===== config.mk =====
export PLATFORM = sky130hd
export DESIGN_NAME = pipe_hazard_ctrl_flat
export DESIGN_NICKNAME = d
export VERILOG_FILES = /design/src/rtl/pipe_hazard_ctrl_pkg.sv /design/src/rtl/pipe_hazard_ctrl_if.sv /design/src/rtl/pipe_hazard_ctrl_fwd_unit.sv /design/src/rtl/pipe_hazard_ctrl.sv /design/src/flat_wrapper.sv
export SDC_FILE = /design/constraint.sdc
export NUM_CORES = 1
export LEC_CHECK = 0
export BUFFER_PORTS_ARGS = -buffer_cell sky130_fd_sc_hd__buf_4
export CORE_AREA = 2 2 58 60
export CTS_CLUSTER_DIAMETER = 120
export DETAILED_ROUTE_END_ITERATION = 12
export DIE_AREA = 0 0 60 62
export HOLD_SLACK_MARGIN = 0.1
export PLACE_DENSITY = 0.68
export SLEW_MARGIN = 20
export SYNTH_ARGS = -nofsm -noshare
export SYNTH_HDL_FRONTEND = slang
export SYNTH_SLANG_ARGS = --single-unit
export TNS_END_PERCENT = 50

===== constraint.sdc =====
create_clock -name clk -period 3.3 [get_ports clk]
set_input_delay 0.99 -clock clk [delete_from_list [all_inputs] [get_ports clk]]
set_output_delay 0.99 -clock clk [all_outputs]
set_load 0.005 [all_outputs]

===== src/rtl/pipe_hazard_ctrl_pkg.sv =====
// ----------------------------------------------------------------------------
// pipe_pkg
// Types and constants shared by the hazard controller, its forwarding unit and
// its interface.
//   hz_state_t : controller FSM states
//   fwd_sel_t  : EX-stage operand source select
//   REG_ZERO   : architectural x0, which never creates a dependency
//   fwd_pick() : forwarding priority for a single operand
// ----------------------------------------------------------------------------
package pipe_pkg;

  typedef enum logic [1:0] {
    RUN      = 2'd0,
    MEM_WAIT = 2'd1,
    DRAIN    = 2'd2,
    DRAINED  = 2'd3
  } hz_state_t;

  typedef enum logic [1:0] {
    FWD_RF  = 2'b00,
    FWD_MEM = 2'b01,
    FWD_WB  = 2'b10
  } fwd_sel_t;

  localparam logic [4:0] REG_ZERO = 5'd0;

  // MEM holds the younger result, so it beats WB when both match.
  function automatic fwd_sel_t fwd_pick(input logic [4:0] rs,
                                        input logic [4:0] rd_m,
                                        input logic       wr_m,
                                        input logic [4:0] rd_w,
                                        input logic       wr_w);
    if (wr_m && (rd_m != REG_ZERO) && (rd_m == rs))
      return FWD_MEM;
    else if (wr_w && (rd_w != REG_ZERO) && (rd_w == rs))
      return FWD_WB;
    else
      return FWD_RF;
  endfunction

endpackage


===== src/rtl/pipe_hazard_ctrl_if.sv =====
// ----------------------------------------------------------------------------
// pipe_hazard_ctrl_if
// Bundle between the 5-stage pipeline datapath and the hazard controller.
//   master : pipeline side, drives register ids / status, receives controls
//   slave  : controller side
// Signals: rs1_D/rs2_D, rs1_E/rs2_E, rd_E/rd_M/rd_W with their write enables,
// mem_rd_E, br_taken_E, dmem_req_M/dmem_ready_M, drain_req (to controller);
// stall_F/D/E/M, flush_D/E/W, fwd_a_E/fwd_b_E, drain_done, mem_timeout
// (from controller).
// ----------------------------------------------------------------------------
interface pipe_hazard_ctrl_if;
  import pipe_pkg::*;

  logic [4:0] rs1_D, rs2_D;
  logic [4:0] rs1_E, rs2_E;
  logic [4:0] rd_E, rd_M, rd_W;
  logic       reg_wr_E, mem_rd_E;
  logic       reg_wr_M, reg_wr_W;
  logic       br_taken_E;
  logic       dmem_req_M, dmem_ready_M;
  logic       drain_req;

  logic       stall_F, stall_D, stall_E, stall_M;
  logic       flush_D, flush_E, flush_W;
  fwd_sel_t   fwd_a_E, fwd_b_E;
  logic       drain_done;
  logic       mem_timeout;

  modport master (
    output rs1_D, rs2_D, rs1_E, rs2_E, rd_E, rd_M, rd_W,
           reg_wr_E, mem_rd_E, reg_wr_M, reg_wr_W, br_taken_E,
           dmem_req_M, dmem_ready_M, drain_req,
    input  stall_F, stall_D, stall_E, stall_M, flush_D, flush_E, flush_W,
           fwd_a_E, fwd_b_E, drain_done, mem_timeout
  );

  modport slave (
    input  rs1_D, rs2_D, rs1_E, rs2_E, rd_E, rd_M, rd_W,
           reg_wr_E, mem_rd_E, reg_wr_M, reg_wr_W, br_taken_E,
           dmem_req_M, dmem_ready_M, drain_req,
    output stall_F, stall_D, stall_E, stall_M, flush_D, flush_E, flush_W,
           fwd_a_E, fwd_b_E, drain_done, mem_timeout
  );

endinterface


===== src/rtl/pipe_hazard_ctrl_fwd_unit.sv =====
// ----------------------------------------------------------------------------
// hazard_fwd_unit
// Purely combinational EX-stage forwarding selects and load-use detection.
// Ports:
//   rs1_D, rs2_D          in  sources of the instruction in ID
//   rs1_E, rs2_E          in  sources of the instruction in EX
//   rd_E, reg_wr_E,
//   mem_rd_E              in  EX destination / write enable / is-load
//   rd_M, reg_wr_M        in  MEM destination / write enable
//   rd_W, reg_wr_W        in  WB destination / write enable
//   fwd_a, fwd_b          out operand source selects
//   lu                    out load in EX feeds the instruction in ID
// ----------------------------------------------------------------------------
module hazard_fwd_unit
  import pipe_pkg::*;
(
  input  logic [4:0] rs1_D,
  input  logic [4:0] rs2_D,
  input  logic [4:0] rs1_E,
  input  logic [4:0] rs2_E,
  input  logic [4:0] rd_E,
  input  logic       reg_wr_E,
  input  logic       mem_rd_E,
  input  logic [4:0] rd_M,
  input  logic       reg_wr_M,
  input  logic [4:0] rd_W,
  input  logic       reg_wr_W,
  output fwd_sel_t   fwd_a,
  output fwd_sel_t   fwd_b,
  output logic       lu
);

  assign fwd_a = fwd_pick(rs1_E, rd_M, reg_wr_M, rd_W, reg_wr_W);
  assign fwd_b = fwd_pick(rs2_E, rd_M, reg_wr_M, rd_W, reg_wr_W);

  assign lu = mem_rd_E && reg_wr_E && (rd_E != REG_ZERO) &&
              ((rd_E == rs1_D) || (rd_E == rs2_D));

endmodule


===== src/rtl/pipe_hazard_ctrl.sv =====
// ----------------------------------------------------------------------------
// pipe_hazard_ctrl
// Central stall/flush/forwarding controller for the 5-stage RV32 pipeline,
// with an FSM for data-memory wait states and pipeline drain requests.
// Ports:
//   clk      in  clock, rising edge
//   reset    in  asynchronous, active-high; forces every output to 0
//   hz       slave side of pipe_hazard_ctrl_if
//   perf_lu, perf_mwait, perf_brflush  out 32-bit wrapping event counters,
//            present only when HAZ_PERF_CNT_EN is defined
// Parameters:
//   MEM_TIMEOUT   wait cycles after which the sticky mem_timeout is set
//   DRAIN_CYCLES  bubble cycles for E/M/W to retire during a drain
//
// state    | meaning
// ---------+----------------------------------------------------------------
// RUN      | normal flow; branch flush and load-use stall handled here
// MEM_WAIT | data memory not ready; whole pipe frozen, WB bubbled
// DRAIN    | front end held, bubbles injected until E/M/W have retired
// DRAINED  | pipeline empty, drain_done held until drain_req drops
// ----------------------------------------------------------------------------
module pipe_hazard_ctrl
  import pipe_pkg::*;
#(
  parameter int MEM_TIMEOUT  = 64,
  parameter int DRAIN_CYCLES = 3
) (
  input  logic clk,
  input  logic reset,
  pipe_hazard_ctrl_if.slave hz
`ifdef HAZ_PERF_CNT_EN
  ,
  output logic [31:0] perf_lu,
  output logic [31:0] perf_mwait,
  output logic [31:0] perf_brflush
`endif
);

  localparam int TMO_W = $clog2(MEM_TIMEOUT + 1);
  localparam int DRN_W = (DRAIN_CYCLES > 1) ? $clog2(DRAIN_CYCLES) : 1;
  localparam logic [TMO_W-1:0] TMO_MAX  = TMO_W'(MEM_TIMEOUT);
  localparam logic [TMO_W-1:0] TMO_LAST = TMO_W'(MEM_TIMEOUT - 1);
  localparam logic [DRN_W-1:0] DRN_LAST = DRN_W'(DRAIN_CYCLES - 1);

  hz_state_t        state, state_nxt, ret_state, ret_nxt, eff_state;
  logic [TMO_W-1:0] tmo_cnt, tmo_nxt;
  logic [DRN_W-1:0] drn_cnt, drn_nxt;
  logic             mem_timeout_q, tmo_set;
  logic             mwait, lu;
  fwd_sel_t         fwd_a, fwd_b;
  logic             st_f, st_d, st_e, st_m, fl_d, fl_e, fl_w, done_c;

  hazard_fwd_unit u_fwd (
    .rs1_D    (hz.rs1_D),
    .rs2_D    (hz.rs2_D),
    .rs1_E    (hz.rs1_E),
    .rs2_E    (hz.rs2_E),
    .rd_E     (hz.rd_E),
    .reg_wr_E (hz.reg_wr_E),
    .mem_rd_E (hz.mem_rd_E),
    .rd_M     (hz.rd_M),
    .reg_wr_M (hz.reg_wr_M),
    .rd_W     (hz.rd_W),
    .reg_wr_W (hz.reg_wr_W),
    .fwd_a    (fwd_a),
    .fwd_b    (fwd_b),
    .lu       (lu)
  );

  assign mwait = hz.dmem_req_M && !hz.dmem_ready_M;

  // While waiting, the state we came from still governs the first cycle
  // after the wait ends, so held branches and drain progress resume there.
  assign eff_state = (state == MEM_WAIT) ? ret_state : state;

  always_ff @(posedge clk or posedge reset) begin
    if (reset) begin
      state         <= RUN;
      ret_state     <= RUN;
      tmo_cnt       <= '0;
      drn_cnt       <= '0;
      mem_timeout_q <= 1'b0;
    end else begin
      state     <= state_nxt;
      ret_state <= ret_nxt;
      tmo_cnt   <= tmo_nxt;
      drn_cnt   <= drn_nxt;
      if (tmo_set) mem_timeout_q <= 1'b1;
    end
  end

  always_comb begin
    state_nxt = state;
    ret_nxt   = ret_state;
    tmo_nxt   = tmo_cnt;
    drn_nxt   = drn_cnt;
    tmo_set   = 1'b0;
    st_f = 1'b0; st_d = 1'b0; st_e = 1'b0; st_m = 1'b0;
    fl_d = 1'b0; fl_e = 1'b0; fl_w = 1'b0;
    done_c = 1'b0;

    if (mwait) begin
      st_f = 1'b1; st_d = 1'b1; st_e = 1'b1; st_m = 1'b1;
      fl_w = 1'b1;
      done_c    = (eff_state == DRAINED);
      state_nxt = MEM_WAIT;
      if (state != MEM_WAIT) ret_nxt = state;
      if (tmo_cnt != TMO_MAX) tmo_nxt = tmo_cnt + 1'b1;
      // Set together with the counter reaching MEM_TIMEOUT.
      if (tmo_cnt == TMO_LAST) tmo_set = 1'b1;
    end else begin
      tmo_nxt   = '0;
      state_nxt = eff_state;
      case (eff_state)
        RUN: begin
          if (hz.br_taken_E) begin
            fl_d = 1'b1;
            fl_e = 1'b1;
          end else if (lu) begin
            st_f = 1'b1;
            st_d = 1'b1;
            fl_e = 1'b1;
          end
          if (hz.drain_req) begin
            state_nxt = DRAIN;
            drn_nxt   = '0;
          end
        end
        DRAIN: begin
          st_f = 1'b1;
          fl_e = 1'b1;
          // Flush wins over hold on IF/ID.
          st_d = !hz.br_taken_E;
          fl_d = hz.br_taken_E;
          drn_nxt = drn_cnt + 1'b1;
          if (!hz.drain_req)
            state_nxt = RUN;
          else if (drn_cnt == DRN_LAST)
            state_nxt = DRAINED;
        end
        DRAINED: begin
          done_c = 1'b1;
          st_f   = 1'b1;
          fl_e   = 1'b1;
          st_d   = !hz.br_taken_E;
          fl_d   = hz.br_taken_E;
          if (!hz.drain_req) state_nxt = RUN;
        end
        default: state_nxt = RUN;
      endcase
    end
  end

  // Outputs are forced low for as long as reset is asserted.
  assign hz.stall_F     = !reset && st_f;
  assign hz.stall_D     = !reset && st_d;
  assign hz.stall_E     = !reset && st_e;
  assign hz.stall_M     = !reset && st_m;
  assign hz.flush_D     = !reset && fl_d;
  assign hz.flush_E     = !reset && fl_e;
  assign hz.flush_W     = !reset && fl_w;
  assign hz.drain_done  = !reset && done_c;
  assign hz.mem_timeout = !reset && mem_timeout_q;
  assign hz.fwd_a_E     = reset ? FWD_RF : fwd_a;
  assign hz.fwd_b_E     = reset ? FWD_RF : fwd_b;

`ifdef HAZ_PERF_CNT_EN
  logic perf_lu_inc, perf_br_inc;

  assign perf_lu_inc = !mwait && (eff_state == RUN) && !hz.br_taken_E && lu;
  assign perf_br_inc = !mwait && (eff_state == RUN) && hz.br_taken_E;

  always_ff @(posedge clk or posedge reset) begin
    if (reset) begin
      perf_lu      <= '0;
      perf_mwait   <= '0;
      perf_brflush <= '0;
    end else begin
      if (perf_lu_inc) perf_lu      <= perf_lu + 32'd1;
      if (mwait)       perf_mwait   <= perf_mwait + 32'd1;
      if (perf_br_inc) perf_brflush <= perf_brflush + 32'd1;
    end
  end
`endif

endmodule

===== src/flat_wrapper.sv =====
// flat-port wrapper written by rule: the top's interface ports become plain ports
module pipe_hazard_ctrl_flat import pipe_pkg::*;
#(
  parameter int MEM_TIMEOUT  = 64,
  parameter int DRAIN_CYCLES = 3
)
  (clk, reset, hz_rs1_D, hz_rs2_D, hz_rs1_E, hz_rs2_E, hz_rd_E, hz_rd_M, hz_rd_W, hz_reg_wr_E, hz_mem_rd_E, hz_reg_wr_M, hz_reg_wr_W, hz_br_taken_E, hz_dmem_req_M, hz_dmem_ready_M, hz_drain_req, hz_stall_F, hz_stall_D, hz_stall_E, hz_stall_M, hz_flush_D, hz_flush_E, hz_flush_W, hz_fwd_a_E, hz_fwd_b_E, hz_drain_done, hz_mem_timeout);
  pipe_hazard_ctrl_if hz_i ();
  input  logic clk;
  input  logic reset;
  input wire logic [$bits(hz_i.rs1_D)-1:0] hz_rs1_D;
  input wire logic [$bits(hz_i.rs2_D)-1:0] hz_rs2_D;
  input wire logic [$bits(hz_i.rs1_E)-1:0] hz_rs1_E;
  input wire logic [$bits(hz_i.rs2_E)-1:0] hz_rs2_E;
  input wire logic [$bits(hz_i.rd_E)-1:0] hz_rd_E;
  input wire logic [$bits(hz_i.rd_M)-1:0] hz_rd_M;
  input wire logic [$bits(hz_i.rd_W)-1:0] hz_rd_W;
  input wire logic [$bits(hz_i.reg_wr_E)-1:0] hz_reg_wr_E;
  input wire logic [$bits(hz_i.mem_rd_E)-1:0] hz_mem_rd_E;
  input wire logic [$bits(hz_i.reg_wr_M)-1:0] hz_reg_wr_M;
  input wire logic [$bits(hz_i.reg_wr_W)-1:0] hz_reg_wr_W;
  input wire logic [$bits(hz_i.br_taken_E)-1:0] hz_br_taken_E;
  input wire logic [$bits(hz_i.dmem_req_M)-1:0] hz_dmem_req_M;
  input wire logic [$bits(hz_i.dmem_ready_M)-1:0] hz_dmem_ready_M;
  input wire logic [$bits(hz_i.drain_req)-1:0] hz_drain_req;
  output wire logic [$bits(hz_i.stall_F)-1:0] hz_stall_F;
  output wire logic [$bits(hz_i.stall_D)-1:0] hz_stall_D;
  output wire logic [$bits(hz_i.stall_E)-1:0] hz_stall_E;
  output wire logic [$bits(hz_i.stall_M)-1:0] hz_stall_M;
  output wire logic [$bits(hz_i.flush_D)-1:0] hz_flush_D;
  output wire logic [$bits(hz_i.flush_E)-1:0] hz_flush_E;
  output wire logic [$bits(hz_i.flush_W)-1:0] hz_flush_W;
  output wire logic [$bits(hz_i.fwd_a_E)-1:0] hz_fwd_a_E;
  output wire logic [$bits(hz_i.fwd_b_E)-1:0] hz_fwd_b_E;
  output wire logic [$bits(hz_i.drain_done)-1:0] hz_drain_done;
  output wire logic [$bits(hz_i.mem_timeout)-1:0] hz_mem_timeout;
  assign hz_i.rs1_D = hz_rs1_D;
  assign hz_i.rs2_D = hz_rs2_D;
  assign hz_i.rs1_E = hz_rs1_E;
  assign hz_i.rs2_E = hz_rs2_E;
  assign hz_i.rd_E = hz_rd_E;
  assign hz_i.rd_M = hz_rd_M;
  assign hz_i.rd_W = hz_rd_W;
  assign hz_i.reg_wr_E = hz_reg_wr_E;
  assign hz_i.mem_rd_E = hz_mem_rd_E;
  assign hz_i.reg_wr_M = hz_reg_wr_M;
  assign hz_i.reg_wr_W = hz_reg_wr_W;
  assign hz_i.br_taken_E = hz_br_taken_E;
  assign hz_i.dmem_req_M = hz_dmem_req_M;
  assign hz_i.dmem_ready_M = hz_dmem_ready_M;
  assign hz_i.drain_req = hz_drain_req;
  assign hz_stall_F = hz_i.stall_F;
  assign hz_stall_D = hz_i.stall_D;
  assign hz_stall_E = hz_i.stall_E;
  assign hz_stall_M = hz_i.stall_M;
  assign hz_flush_D = hz_i.flush_D;
  assign hz_flush_E = hz_i.flush_E;
  assign hz_flush_W = hz_i.flush_W;
  assign hz_fwd_a_E = hz_i.fwd_a_E;
  assign hz_fwd_b_E = hz_i.fwd_b_E;
  assign hz_drain_done = hz_i.drain_done;
  assign hz_mem_timeout = hz_i.mem_timeout;
  pipe_hazard_ctrl #(.MEM_TIMEOUT(MEM_TIMEOUT), .DRAIN_CYCLES(DRAIN_CYCLES)) u_core (.clk(clk), .reset(reset), .hz(hz_i));
endmodule

==> results.md <==
* Die height at 62 um
* Final hold violations at 0
* Max Clock Skew at 3.66 ps
* Clk slew on worst S/H paths at 70 ps
* Number of H-tree levels at 1
* Crit path depth at 6
* TritonCTS clock tree: built
* Post-synth EDFFs at 0
* Worst Tran Pin Value at 361 ps
* Met2 Wirelength at 1560 um
* Largest net degree at the start of global routing at 16
* Crit-path max FO at 3
* Drt first-iter violations at 24
* P_sw at 147 uW
* Share of layout cells above drive strength 1 at 37.7%
* Tot Pwr at 478 uW
* Die X at 60 um
* Post-route cell area at 0.00177 mm^2
* Status: finished, final reports clean
* Max-cap viol count at 0
* Synth Net Count at 186
* Final count of negative-setup-slack endpoints at 0
* Die Area at 0.00372 mm^2
* Area grow syn2layout at 51.0%
* P_int at 331 uW
* Vias/cell at 4.88
* Vias at 1,220
* Leak Pwr at 0.854 nW
* RR Startpoint: u_core.tmo_cnt[3]
* Clock Root Buffer: clkbuf_4
* Post-synthesis async set-or-reset flop share at 100%
* RSZ-0062 raised after global routing: yes
* Dpl cell area at 0.00169 mm^2
* Detailed-routed wire length on met3 at 238 um
* Seq pwr share at 43.2%
* Synth Area per Inst at 8.49 um^2
* Overall routing resource usage at 15.8%
* IO Pins at 58
* GPL Wtd Cong at 0.776
* Slew HR at 75.8%
* Syn Std Cell Area at 0.00117 mm^2
* Post-Place Cells at 245
* Worst Hold Class: flop to flop
* CP max stage cell: or4_4
* Cells on worst reg2reg path at 4
* HPWL after DPL at 2450 um
* VDD IR max at 0.000124 V
* Initial antenna violation count at 0
* Most used flip-flop cell after synthesis: dfrtp_1
* Clock buffer depth at 2
* Setup TNS at 0 ps
* Post-Layout Cell Count at 250
* Post-Syn Instances at 138
* Row cnt at 21
* Setup crit start kind: primary input
* Worst Setup End Kind: output port
* Clock share of power at 19.0%
* PnR worst setup slack at 19.4 ps
* #FFs+latches synth at 14
* Crit path kind: primary input to output port
* Clk_lat worst skew at 270 ps
* Seq/Total Area, Yosys at 29.9%
* Final hold slack at 462 ps
* Grt total ovfl at 0
* Layout Nets at 254
* Max Fclk at 305 MHz
* Commonest non-fill, non-tap cell in the layout: buf_4
* Fin crit share at 99.4%
* First drt pass iteration count at 4
* Pwr/cell area at 270 mW/mm^2
* Commonest cells after routing, fill and taps aside: 65 x buf_4, 24 x xor2_1, 14 x nor2_1, 14 x dfrtp_1, 12 x xnor2_1
* Worst setup path startpoint: hz_rd_M[3]
* Worst path cell trace: buf_6, or4_4, o21ai_4, nor3_2, nor4_2, buf_4
* Clock sinks at 14
* Reg-to-reg setup timing slack at 2020 ps
* Final worst path period need at 3280 ps
* Sw Share at 30.7%
* Worst path bufs/invs at 2
* CP arrival at 2290 ps
* Setup crit end: hz_fwd_a_E[1]
* # diodes at 0
* Core area at 0.00318 mm^2
* Reg2reg end: u_core.tmo_cnt[0]
* Final WL at 2970 um
* Port buffer count at 57
* First-pass GRT wire length at 4530 um
* Wirelength per Cell at 11.9 um
* Final core utilization at 55.6%
* Max incr delay on CP at 540 ps
* DRC Markers at 0
* Pins Over Slew Limit at 0
* CTS Hold Buffers Added at 0
* Distinct cells, synth at 28
* Number of global-route vias before repair at 1,149
* YS warnings at 0
* Logic pwr share at 37.8%
* Antenna viol nets, final at 0
* Place WS at -41.2 ps
* CTS buffer count at 3
* DRT met1 WL at 1150 um
* Initial Util at 36.8%
* Top Metal Used: met4
* Worst EP required at 2310 ps
* CP delay by family, top: simple AND/OR/NAND/NOR gates
==> metal layers <==
layer,vias up,track usage [%]
li1,611,-
met1,558,16.4
met2,49,32.1
met3,2,3.52
met4,0,2.86
met5,-,0
==> cell type report <==
type | count | area, um^2
inverters | 4 | 15.0
fillers | 283 | 1410
flip-flops and latches | 14 | 350
clock buffers | 3 | 22.5
multi-input cells | 116 | 812
repair buffers | 67 | 510
well taps | 46 | 57.6
==> how the worst min path moves through the flow <==
stage	from	depth (start not counted)	endpoint	slack, ps
after CTS	u_core.mem_timeout_q	1	u_core.mem_timeout_q	470
after floorplan	u_core.mem_timeout_q	1	u_core.mem_timeout_q	420
final	u_core.mem_timeout_q	1	u_core.mem_timeout_q	460
after global routing	u_core.mem_timeout_q	1	u_core.mem_timeout_q	500
after global placement	u_core.mem_timeout_q	1	u_core.mem_timeout_q	440
after detailed placement	u_core.mem_timeout_q	1	u_core.mem_timeout_q	450
==> power by group through the flow <==
stage	logic (mW)	clock network [mW]	registers (mW)
finish	0.180	0.0907	0.206
global route	0.202	0.105	0.210
CTS	0.176	0.0926	0.206
detailed placement	0.174	0	0.209
global placement	0.170	0	0.208
floorplan	0.0865	0	0.205
==> cell families after synthesis <==
logic type      share of synthesized area, %
compound gates                          11.4
xor+xnor                                26.9
fa+ha+maj                               3.21
buf+inv                                 3.20
flops                                   29.9
mux                                    0.855
simple gates                            24.5
==> state kept, by name (all words and copies together), names as in the netlist <==
register,count
u_core.tmo_cnt,7
u_core.drn_cnt,2
u_core.ret_state,2
u_core.state,2
u_core.mem_timeout_q,1
==> synthesized netlist by cell type, types with 3 or more instances <==
library cell,n,area (um^2)
nand2_1,10,37.5
xnor2_1,12,105
ha_1,3,37.5
o211ai_1,3,22.5
xor2_1,24,210
inv_1,3,11.3
nor3_1,6,30.0
nor2_1,14,52.6
a21oi_1,3,15.0
nor4_1,3,18.8
dfrtp_1,14,350
o21ai_0,8,40.0
and3_1,5,31.3
nand3_1,7,35.0
or4_1,5,37.5
==> repair_timing <==
item,4_1_cts,5_1_grt
endpoints found under the setup margin,2,2
setup buffers,0,2
gates resized for setup,1,6
pin swaps,2,6
(Power assumes the default switching activity.)
